===== src/rtl/multicycle_ctrl.sv =====
// -----------------------------------------------------------------------------
// multicycle_ctrl
//   Multi-cycle control FSM for an RV32I core whose instruction and data
//   accesses share one memory port with a ready handshake. It sequences fetch,
//   decode, execute, memory and writeback. It drives the datapath muxes and
//   strobes, and it counts retired instructions.
//
//   Ports
//     clk, reset            rising-edge clock, asynchronous active-low reset
//     op, func3, func7      instruction fields taken from the IR
//     zero                  ALU result == 0 (branch condition)
//     mem_ready             memory completes the access this cycle
//     mem_req, adrSrc       memory request and address select (0 PC, 1 result)
//     memWrite              store strobe (only while mem_ready)
//     irWrite, pcWrite      IR/oldPC load and PC load
//     regWrite              register file write enable
//     resultSrc, aluSrcA,
//     aluSrcB, aluControl,
//     immSrc                datapath mux / ALU / immediate selects
//     instret               retired-instruction counter (wraps)
//     err                   sticky memory-timeout / trap flag
//
//   Build option
//     ILLEGAL_TRAP_EN       if defined, an unlisted opcode in DECODE goes to
//                           ERROR. Otherwise the instruction retires as a NOP.
// -----------------------------------------------------------------------------
module multicycle_ctrl #(
    parameter int unsigned TIMEOUT_CYCLES = 15,
    parameter int unsigned CNT_W          = 32
) (
    input  logic             clk,
    input  logic             reset,
    input  logic [6:0]       op,
    input  logic [2:0]       func3,
    input  logic             func7,
    input  logic             zero,
    input  logic             mem_ready,
    output logic             mem_req,
    output logic             adrSrc,
    output logic             memWrite,
    output logic             irWrite,
    output logic             pcWrite,
    output logic             regWrite,
    output logic [1:0]       resultSrc,
    output logic [1:0]       aluSrcA,
    output logic [1:0]       aluSrcB,
    output logic [2:0]       aluControl,
    output logic [1:0]       immSrc,
    output logic [CNT_W-1:0] instret,
    output logic             err
);

    localparam logic [6:0] OP_LOAD  = 7'b0000011;
    localparam logic [6:0] OP_STORE = 7'b0100011;
    localparam logic [6:0] OP_RTYPE = 7'b0110011;
    localparam logic [6:0] OP_ITYPE = 7'b0010011;
    localparam logic [6:0] OP_BEQ   = 7'b1100011;
    localparam logic [6:0] OP_JAL   = 7'b1101111;

    // Last count value before the limit: one more unanswered cycle times out.
    localparam logic [7:0] TO_LAST = 8'(TIMEOUT_CYCLES - 1);

    typedef enum logic [3:0] {
        S_BOOT     = 4'd0,
        S_FETCH    = 4'd1,
        S_DECODE   = 4'd2,
        S_MEMADR   = 4'd3,
        S_MEMREAD  = 4'd4,
        S_MEMWB    = 4'd5,
        S_MEMWRITE = 4'd6,
        S_EXECR    = 4'd7,
        S_EXECI    = 4'd8,
        S_ALUWB    = 4'd9,
        S_BEQ      = 4'd10,
        S_JAL      = 4'd11,
        S_ERROR    = 4'd12
    } state_e;

    // Registered control word. The strobes that must follow mem_ready or zero
    // within the same cycle are stored as enables and gated at the output.
    typedef struct packed {
        logic       mem_req;
        logic       adr_src;
        logic       fetch_wr;    // irWrite/pcWrite enable in FETCH
        logic       pc_jump;     // unconditional pcWrite
        logic       pc_branch;   // pcWrite = zero
        logic       mem_wr_en;   // memWrite enable in MEMWRITE
        logic       reg_write;
        logic [1:0] result_src;
        logic [1:0] alu_src_a;
        logic [1:0] alu_src_b;
        logic [2:0] alu_control;
        logic [1:0] imm_src;
        logic       trap;
    } ctrl_t;

    state_e             state_q, state_d;
    ctrl_t              ctrl_q;
    logic [7:0]         to_cnt_q, to_cnt_d;
    logic [CNT_W-1:0]   instret_q;
    logic               mem_wait_s;
    logic               timeout_s;
    logic               retire_s;

    // ALU operation for EXECR/EXECI. func7 selects sub only for R-type.
    function automatic logic [2:0] alu_decode(input logic [2:0] f3,
                                              input logic       f7,
                                              input logic       is_rtype);
        logic [2:0] ctl;
        case (f3)
            3'b000:  ctl = (is_rtype && f7) ? 3'b001 : 3'b000;
            3'b010:  ctl = 3'b101;
            3'b110:  ctl = 3'b011;
            3'b111:  ctl = 3'b010;
            default: ctl = 3'b000;
        endcase
        return ctl;
    endfunction

    // Moore control word for a state. The instruction fields are stable in the IR.
    function automatic ctrl_t ctrl_decode(input state_e     st,
                                          input logic [6:0] op_v,
                                          input logic [2:0] f3,
                                          input logic       f7);
        ctrl_t c;
        c = '0;
        case (st)
            S_FETCH: begin
                c.mem_req    = 1'b1;
                c.fetch_wr   = 1'b1;
                c.alu_src_b  = 2'b10;
                c.result_src = 2'b10;
            end
            S_DECODE: begin
                c.alu_src_a = 2'b01;
                c.alu_src_b = 2'b01;
                c.imm_src   = 2'b10;
            end
            S_MEMADR: begin
                c.alu_src_a = 2'b10;
                c.alu_src_b = 2'b01;
                c.imm_src   = (op_v == OP_STORE) ? 2'b01 : 2'b00;
            end
            S_MEMREAD: begin
                c.mem_req = 1'b1;
                c.adr_src = 1'b1;
            end
            S_MEMWB: begin
                c.result_src = 2'b01;
                c.reg_write  = 1'b1;
            end
            S_MEMWRITE: begin
                c.mem_req   = 1'b1;
                c.adr_src   = 1'b1;
                c.mem_wr_en = 1'b1;
            end
            S_EXECR: begin
                c.alu_src_a   = 2'b10;
                c.alu_src_b   = 2'b00;
                c.alu_control = alu_decode(f3, f7, 1'b1);
            end
            S_EXECI: begin
                c.alu_src_a   = 2'b10;
                c.alu_src_b   = 2'b01;
                c.imm_src     = 2'b00;
                c.alu_control = alu_decode(f3, f7, 1'b0);
            end
            S_ALUWB: begin
                c.reg_write = 1'b1;
            end
            S_BEQ: begin
                c.alu_src_a   = 2'b10;
                c.alu_control = 3'b001;
                c.pc_branch   = 1'b1;
            end
            S_JAL: begin
                c.alu_src_a = 2'b01;
                c.alu_src_b = 2'b10;
                c.imm_src   = 2'b11;
                c.pc_jump   = 1'b1;
            end
            S_ERROR: begin
                c.trap = 1'b1;
            end
            default: begin
                c = '0;
            end
        endcase
        return c;
    endfunction

    // An unanswered request cycle. The one that would reach the limit causes a timeout.
    always_comb begin
        mem_wait_s = ctrl_q.mem_req & ~mem_ready;
        timeout_s  = mem_wait_s & (to_cnt_q == TO_LAST);
    end

    // Next-state logic.
    always_comb begin
        state_d = state_q;
        case (state_q)
            S_BOOT:     state_d = S_FETCH;
            S_FETCH: begin
                if (mem_ready)      state_d = S_DECODE;
                else if (timeout_s) state_d = S_ERROR;
                else                state_d = S_FETCH;
            end
            S_DECODE: begin
                case (op)
                    OP_LOAD:  state_d = S_MEMADR;
                    OP_STORE: state_d = S_MEMADR;
                    OP_RTYPE: state_d = S_EXECR;
                    OP_ITYPE: state_d = S_EXECI;
                    OP_BEQ:   state_d = S_BEQ;
                    OP_JAL:   state_d = S_JAL;
`ifdef ILLEGAL_TRAP_EN
                    default:  state_d = S_ERROR;
`else
                    default:  state_d = S_FETCH;
`endif
                endcase
            end
            S_MEMADR: begin
                if (op == OP_STORE) state_d = S_MEMWRITE;
                else                state_d = S_MEMREAD;
            end
            S_MEMREAD: begin
                if (mem_ready)      state_d = S_MEMWB;
                else if (timeout_s) state_d = S_ERROR;
                else                state_d = S_MEMREAD;
            end
            S_MEMWB:    state_d = S_FETCH;
            S_MEMWRITE: begin
                if (mem_ready)      state_d = S_FETCH;
                else if (timeout_s) state_d = S_ERROR;
                else                state_d = S_MEMWRITE;
            end
            S_EXECR:    state_d = S_ALUWB;
            S_EXECI:    state_d = S_ALUWB;
            S_ALUWB:    state_d = S_FETCH;
            S_BEQ:      state_d = S_FETCH;
            S_JAL:      state_d = S_ALUWB;
            S_ERROR:    state_d = S_ERROR;
            default:    state_d = S_ERROR;
        endcase
    end

    // The timeout count restarts on every state change, so each request state starts at zero.
    always_comb begin
        if (state_d != state_q) begin
            to_cnt_d = 8'd0;
        end else if (mem_wait_s) begin
            to_cnt_d = to_cnt_q + 8'd1;
        end else begin
            to_cnt_d = to_cnt_q;
        end
        retire_s = (state_d == S_FETCH) && (state_q != S_FETCH) && (state_q != S_BOOT);
    end

    // State, registered control word, timeout counter and instret.
    always_ff @(posedge clk or negedge reset) begin
        if (!reset) begin
            state_q   <= S_BOOT;
            ctrl_q    <= '0;
            to_cnt_q  <= 8'd0;
            instret_q <= '0;
        end else begin
            state_q  <= state_d;
            ctrl_q   <= ctrl_decode(state_d, op, func3, func7);
            to_cnt_q <= to_cnt_d;
            if (retire_s) begin
                instret_q <= instret_q + CNT_W'(1);
            end
        end
    end

    assign mem_req    = ctrl_q.mem_req;
    assign adrSrc     = ctrl_q.adr_src;
    assign memWrite   = ctrl_q.mem_wr_en & mem_ready;
    assign irWrite    = ctrl_q.fetch_wr & mem_ready;
    assign pcWrite    = (ctrl_q.fetch_wr & mem_ready) | ctrl_q.pc_jump
                      | (ctrl_q.pc_branch & zero);
    assign regWrite   = ctrl_q.reg_write;
    assign resultSrc  = ctrl_q.result_src;
    assign aluSrcA    = ctrl_q.alu_src_a;
    assign aluSrcB    = ctrl_q.alu_src_b;
    assign aluControl = ctrl_q.alu_control;
    assign immSrc     = ctrl_q.imm_src;
    assign instret    = instret_q;
    assign err        = ctrl_q.trap;

endmodule

===== config.mk =====
export PLATFORM = sky130hd
export DESIGN_NAME = multicycle_ctrl
export DESIGN_NICKNAME = d
export VERILOG_FILES = /design/src/rtl/multicycle_ctrl.sv
export SDC_FILE = /design/constraint.sdc
export NUM_CORES = 1
export LEC_CHECK = 0
export ABC_AREA = 1
export ABC_CLOCK_PERIOD_IN_PS = 4300
export CELL_PAD_IN_SITES_DETAIL_PLACEMENT = 1
export CELL_PAD_IN_SITES_GLOBAL_PLACEMENT = 2
export CORE_MARGIN = 2
export CORE_UTILIZATION = 32
export CTS_CLUSTER_SIZE = 28
export DETAILED_ROUTE_END_ITERATION = 8
export PLACE_DENSITY_LB_ADDON = 0.12
export SLEW_MARGIN = 20
export SYNTH_ARGS = -nofsm -noshare
export SYNTH_HDL_FRONTEND = slang
export SYNTH_SLANG_ARGS = --single-unit

===== constraint.sdc =====
create_clock -name clk -period 4.3 [get_ports clk]
set_input_delay 1.29 -clock clk [delete_from_list [all_inputs] [get_ports clk]]
set_output_delay 1.29 -clock clk [all_outputs]
set_load 0.005 [all_outputs]

---- Word level (Yosys, flattened, before mapping) ----
Index checks and enable logic that the tools add are counted.
cells by class
  equality and inequality tests ........... 35
  add/subtract/negate cells ............... 2
  bitwise gates (word level) .............. 8
  multiplexer cells ....................... 28
  reductions and logical operators ........ 16
operators by type and width
  cell                                                                    number
  4-bit equality test (second input constant)                             9
  32-bit by 1-bit adder with 32-bit output (second input constant)        1
  4-bit by 3-bit equality test with 1-bit output (second input constant)  8
  4-bit one-hot mux with 7 select lines                                   1
  4-bit 2-to-1 mux                                                        6
  4-bit one-hot mux with 5 select lines                                   1
  3-bit one-hot mux with 3 select lines                                   2
  4-bit by 2-bit equality test with 1-bit output (second input constant)  4
  8-bit 2-to-1 mux                                                        2
  7-bit by 6-bit equality test with 1-bit output (second input constant)  2
  7-bit equality test (second input constant)                             2
  2-bit one-hot mux with 2 select lines                                   3
  3-bit one-hot mux with 4 select lines                                   1
  1-bit 2-to-1 mux                                                        10
  2-bit OR reduction                                                      5
  3-bit OR reduction                                                      3
  8-bit by 1-bit adder with 8-bit output (second input constant)          1
  4-bit by 1-bit equality test with 1-bit output (second input constant)  2
  8-bit by 4-bit equality test with 1-bit output (second input constant)  1
  4-bit OR reduction                                                      2
  7-bit by 2-bit equality test with 1-bit output (second input constant)  1
  7-bit by 5-bit equality test with 1-bit output (second input constant)  1
  3-bit equality test (second input constant)                             2
  2-bit one-hot mux with 3 select lines                                   1
  12 further kinds                                                        18
word-level totals
  logic and storage cells ................. 105
  input port bits ......................... 15
  bits in registers ....................... 63

---- Logic depth before layout (Yosys ltp) ----
  word-level depth ........................ 9
  mapped depth ............................ 14
  gate-level depth less buffers ........... 13

---- Worst setup path after synthesis ----
Ideal clock, no wire load.
  kind .................................... input-to-output
  start ................................... input port zero
  end ..................................... output port pcWrite
  cell stages on the path ................. 2
  path slack .............................. 1.554 ns
  data arrival time ....................... 1.456 ns
  path through ............................ a21oi_1 -> nand2_1
on the way
  word-level cells in the longest chain between the ends .. 2
RTL lines
  item               RTL line  source
  from (decl)        36        input logic zero,
  1-bit bitwise AND  282       | (ctrl_q.pc_branch & zero);
  1-bit bitwise OR   282
  to (decl)          42        output logic pcWrite,
Every way passes these cells.

---- Final worst setup path ----
  start ................................... input port mem_ready
  end ..................................... output port pcWrite
on the way
  word-level cells in the longest chain between the ends .. 3
RTL lines
  item               RTL line  source
  from (decl)        37        input logic mem_ready,
  1-bit bitwise AND  281       assign pcWrite = (ctrl_q.fetch_wr & mem_ready) | ctrl_q.pc_jump
  1-bit bitwise OR   281
  1-bit bitwise OR   282
Every way passes these cells.

==> impl_metrics.yaml <==
status:
  status: "finished, final reports clean"
clock_tree:
  cts_resized: 0
  postCtsHoldBufs: 0
  numCtsBuffers: 9
  clock_path_buffers: 2
  path_clk_slew_ns: 0.05
  cts_tree: "built"
  clk-insertion-delay-late_ns: 0.33
  cts_root_buf: "clkbuf_16"
  h-tree-depth: 3
  cts.sink_count: 62
  cts_setup_buffers: 0
floorplan:
  io_pins: 65
  start_util: 0.330
  rows: 39
  fp.dieH_um: 113
  die_w_um: 113
  dieArea_sq_um: 12700
  core_sq_um: 11500
detailed_routing:
  wl_um: 11000
  drc: 0
  first_pass_iters: 4
  avgViaCountPerCell: 4.86
  postRouteAntennaNets: 0
  wl_per_cell_um: 15.1
  drt_iter0_drc: 175
  via_count: 3530
grt:
  grt_use_met3: 0.0343
  grt-ovfl-total: 0
  first_global_vias: 3617
  grt_use_met1: 0.267
  grt_start_max_net_pins: 63
  grt-busiest-layer: "met2"
  grt_first_pass_wirelength_um: 18500
  grt_use_met2: 0.276
  grt.total_usage: 0.184
  antenna_found_initial: 0
synthesis:
  async_flop_share: 1.00
  synth_area_leaders: "dfrtp_1 41%, nand2_1 18%, nand3_1 7.0%"
  synth_ff_type: "dfrtp_1"
  synth.avg_cell_area_sq_um: 7.24
  ys_warn_count: 0
  yosysTopAreaCell: "dfrtp_1"
  synth_cells: 523
  yosysSeqAreaShare: 0.410
  yosysMostFrequentCell: "nand2_1"
  synth_cell_types: 27
  yosysTopAreaCellShare: 0.410
  synth_edf_count: 0
  synth_commonest_cells: "177 x nand2_1, 62 x dfrtp_1, 60 x nor2_1, 53 x nand3_1, 49 x inv_1"
  syn_area_sq_um: 3790
  syn-num-nets: 541
  ys_ff_latch: 62
setup_path:
  slowest_stage: "clkdlybuf4s50_1"
  r2r-end: "instret[2]$_DFFE_PN0P_"
  path_class: "in -> out"
  crit_chain: "clkdlybuf4s50_1 > nand2_1 > nand2_1 > clkdlybuf4s50_1"
  crit_required_ns: 3.01
  worstSetupStartpointType: "input pin"
  worst_setup_path_end_kind: "output port"
  r2r-start: "state_q[2]$_DFF_PN0_"
  rr_worst_depth: 9
  r2r_slack_ns: 1.87
  worst-path-buf-inv: 2
  critPathMaxStageDelay_ns: 0.59
  cp_top_family: "buffers and inverters"
  cp.arrival_ns: 2.55
  cp_max_fo: 4
placement:
  numPortBuffers: 64
  placedCellCount: 712
  gp_congestion: 0.787
  dp_hpwl_um: 8140
worst_hold_path:
  whs_path_depth: 2
  hold_end: "instret[31]$_DFFE_PN0P_"
  hold_path_class: "reg -> reg"
  hp-start: "instret[31]$_DFFE_PN0P_"
final_layout:
  drive_above_1_share: 0.0616
  antenna_cells: 0
  fillers: 1440
  seq_area_sq_um: 1550
  fin_nets: 598
  area_delta_synth_final_pct: 26.6
  multi_input_area_sq_um: 1890
  stdcell_count: 727
sta:
  finalSetupTns_ns: 0
  finalHoldViolCount: 0
  drv_slew: 0
  worst_pin_slew_ns: 0.813
  rsz0062_at_grt: "false"
  period_share: 0.893
  setup-violations-final: 0
  finalCriticalPeriod_ns: 3.84
  relSlewSlack: 0.458
  max_clock_freq_ghz: 0.260
  skew_ns: 0.00532
power:
  switchingPower_uw: 981
  power_frac_comb: 0.381
  internal-power_mw: 1.49
  ir_worst_vdd_v: 0.000378
  leakagePower_nw: 2.36
  power.density_nw_per_um2: 516
  p_clk_frac: 0.323
  p_seq_frac: 0.296
  swShare: 0.396
run:
  maxCapViolCount: 0
[cell usage in the layout (no fill, tap or decap), types with 3 or more instances in the layout]
master           synthesis  routed
nand2_1                177     177
clkdlybuf4s50_1          0      63
dfrtp_1                 62      62
nor2_1                  60      60
nand3_1                 53      53
inv_1                   49      49
xor2_1                  24      24
nor3_1                  15      15
nand4_1                 12      12
xnor2_1                 12      12
clkbuf_16                0       9
a21oi_1                  8       8
o21ai_0                  5       5
nor2_2                   4       4
inv_2                    3       3
nand3_2                  3       3
ha_1                     3       3
buf_4                   12       3
[layer usage]
metal,share of wire,up-vias
li1,-,1753
met1,0.51,1704
met2,0.43,59
met3,0.038,14
met4,0.016,0
met5,0,-
[cell families (layout without fill, tap and decap cells)]
family,Yosys count,count (layout),synth area share
flip-flops,62,62,0.410
buffers and inverters,73,134,0.0921
XOR/XNOR,36,36,0.0832
AO/OA/AOI/OAI,15,15,0.0208
adder cells (fa/ha/maj),3,3,0.00991
AND/OR/NAND/NOR,334,334,0.384
[metrics by stage]
step           utilization  instance area (sq um)  total power, mW  hold WS [ns]  setup slack (ns)
2_1_floorplan            -                   3790             1.45         0.513              1.55
3_3_place_gp         0.390                   4470             1.68         0.509             0.485
3_5_place_dp         0.390                   4470             1.70         0.539             0.454
4_1_cts              0.418                   4790             2.52         0.553             0.446
5_1_grt              0.418                   4790             2.66         0.581             0.350
6_report             0.418                   4790             2.47         0.548             0.460
[flip-flops by register name, indices dropped and copies added, names as in the netlist, 2 cells and up]
| register | flops |
|---|---|
| aluControl | 3 |
| ctrl_q | 3 |
| aluSrcA | 2 |
| to_cnt_q | 8 |
| state_q | 4 |
| resultSrc | 2 |
| aluSrcB | 2 |
| immSrc | 2 |
| instret | 32 |
[how the worst max path moves through the flow]
stage | from | slack (ns) | end | cells past startpoint
after floorplan | zero | 1.55 | pcWrite | 2
after global placement | mem_ready | 0.49 | pcWrite | 4
after detailed placement | mem_ready | 0.45 | pcWrite | 4
after CTS | mem_ready | 0.45 | pcWrite | 4
after global routing | mem_ready | 0.35 | pcWrite | 4
final | mem_ready | 0.46 | pcWrite | 4
[tightest hold or removal path, delay by kind of cell, from the launching register on]
kind,cells,cell delay (ns)
DFF,1,0.38
and+or+nand+nor,2,0.13
[final cells by class]
class | count | share of cell area
Tap cell | 143 | 0.0373
Timing Repair Buffer | 67 | 0.137
Sequential cell | 62 | 0.324
Clock buffer | 11 | 0.0527
Inverter | 52 | 0.0407
Multi-Input combinational cell | 388 | 0.394
Clock inverter | 4 | 0.0146
[power by group through the flow]
stage | Sequential (mW) | Clock, mW | Combinational, mW
after floorplan | 0.724 | 0 | 0.721
after global placement | 0.738 | 0 | 0.947
after detailed placement | 0.743 | 0 | 0.957
after CTS | 0.734 | 0.815 | 0.968
after global routing | 0.744 | 0.846 | 1.07
final | 0.733 | 0.798 | 0.943
(Power assumes the default switching activity.)
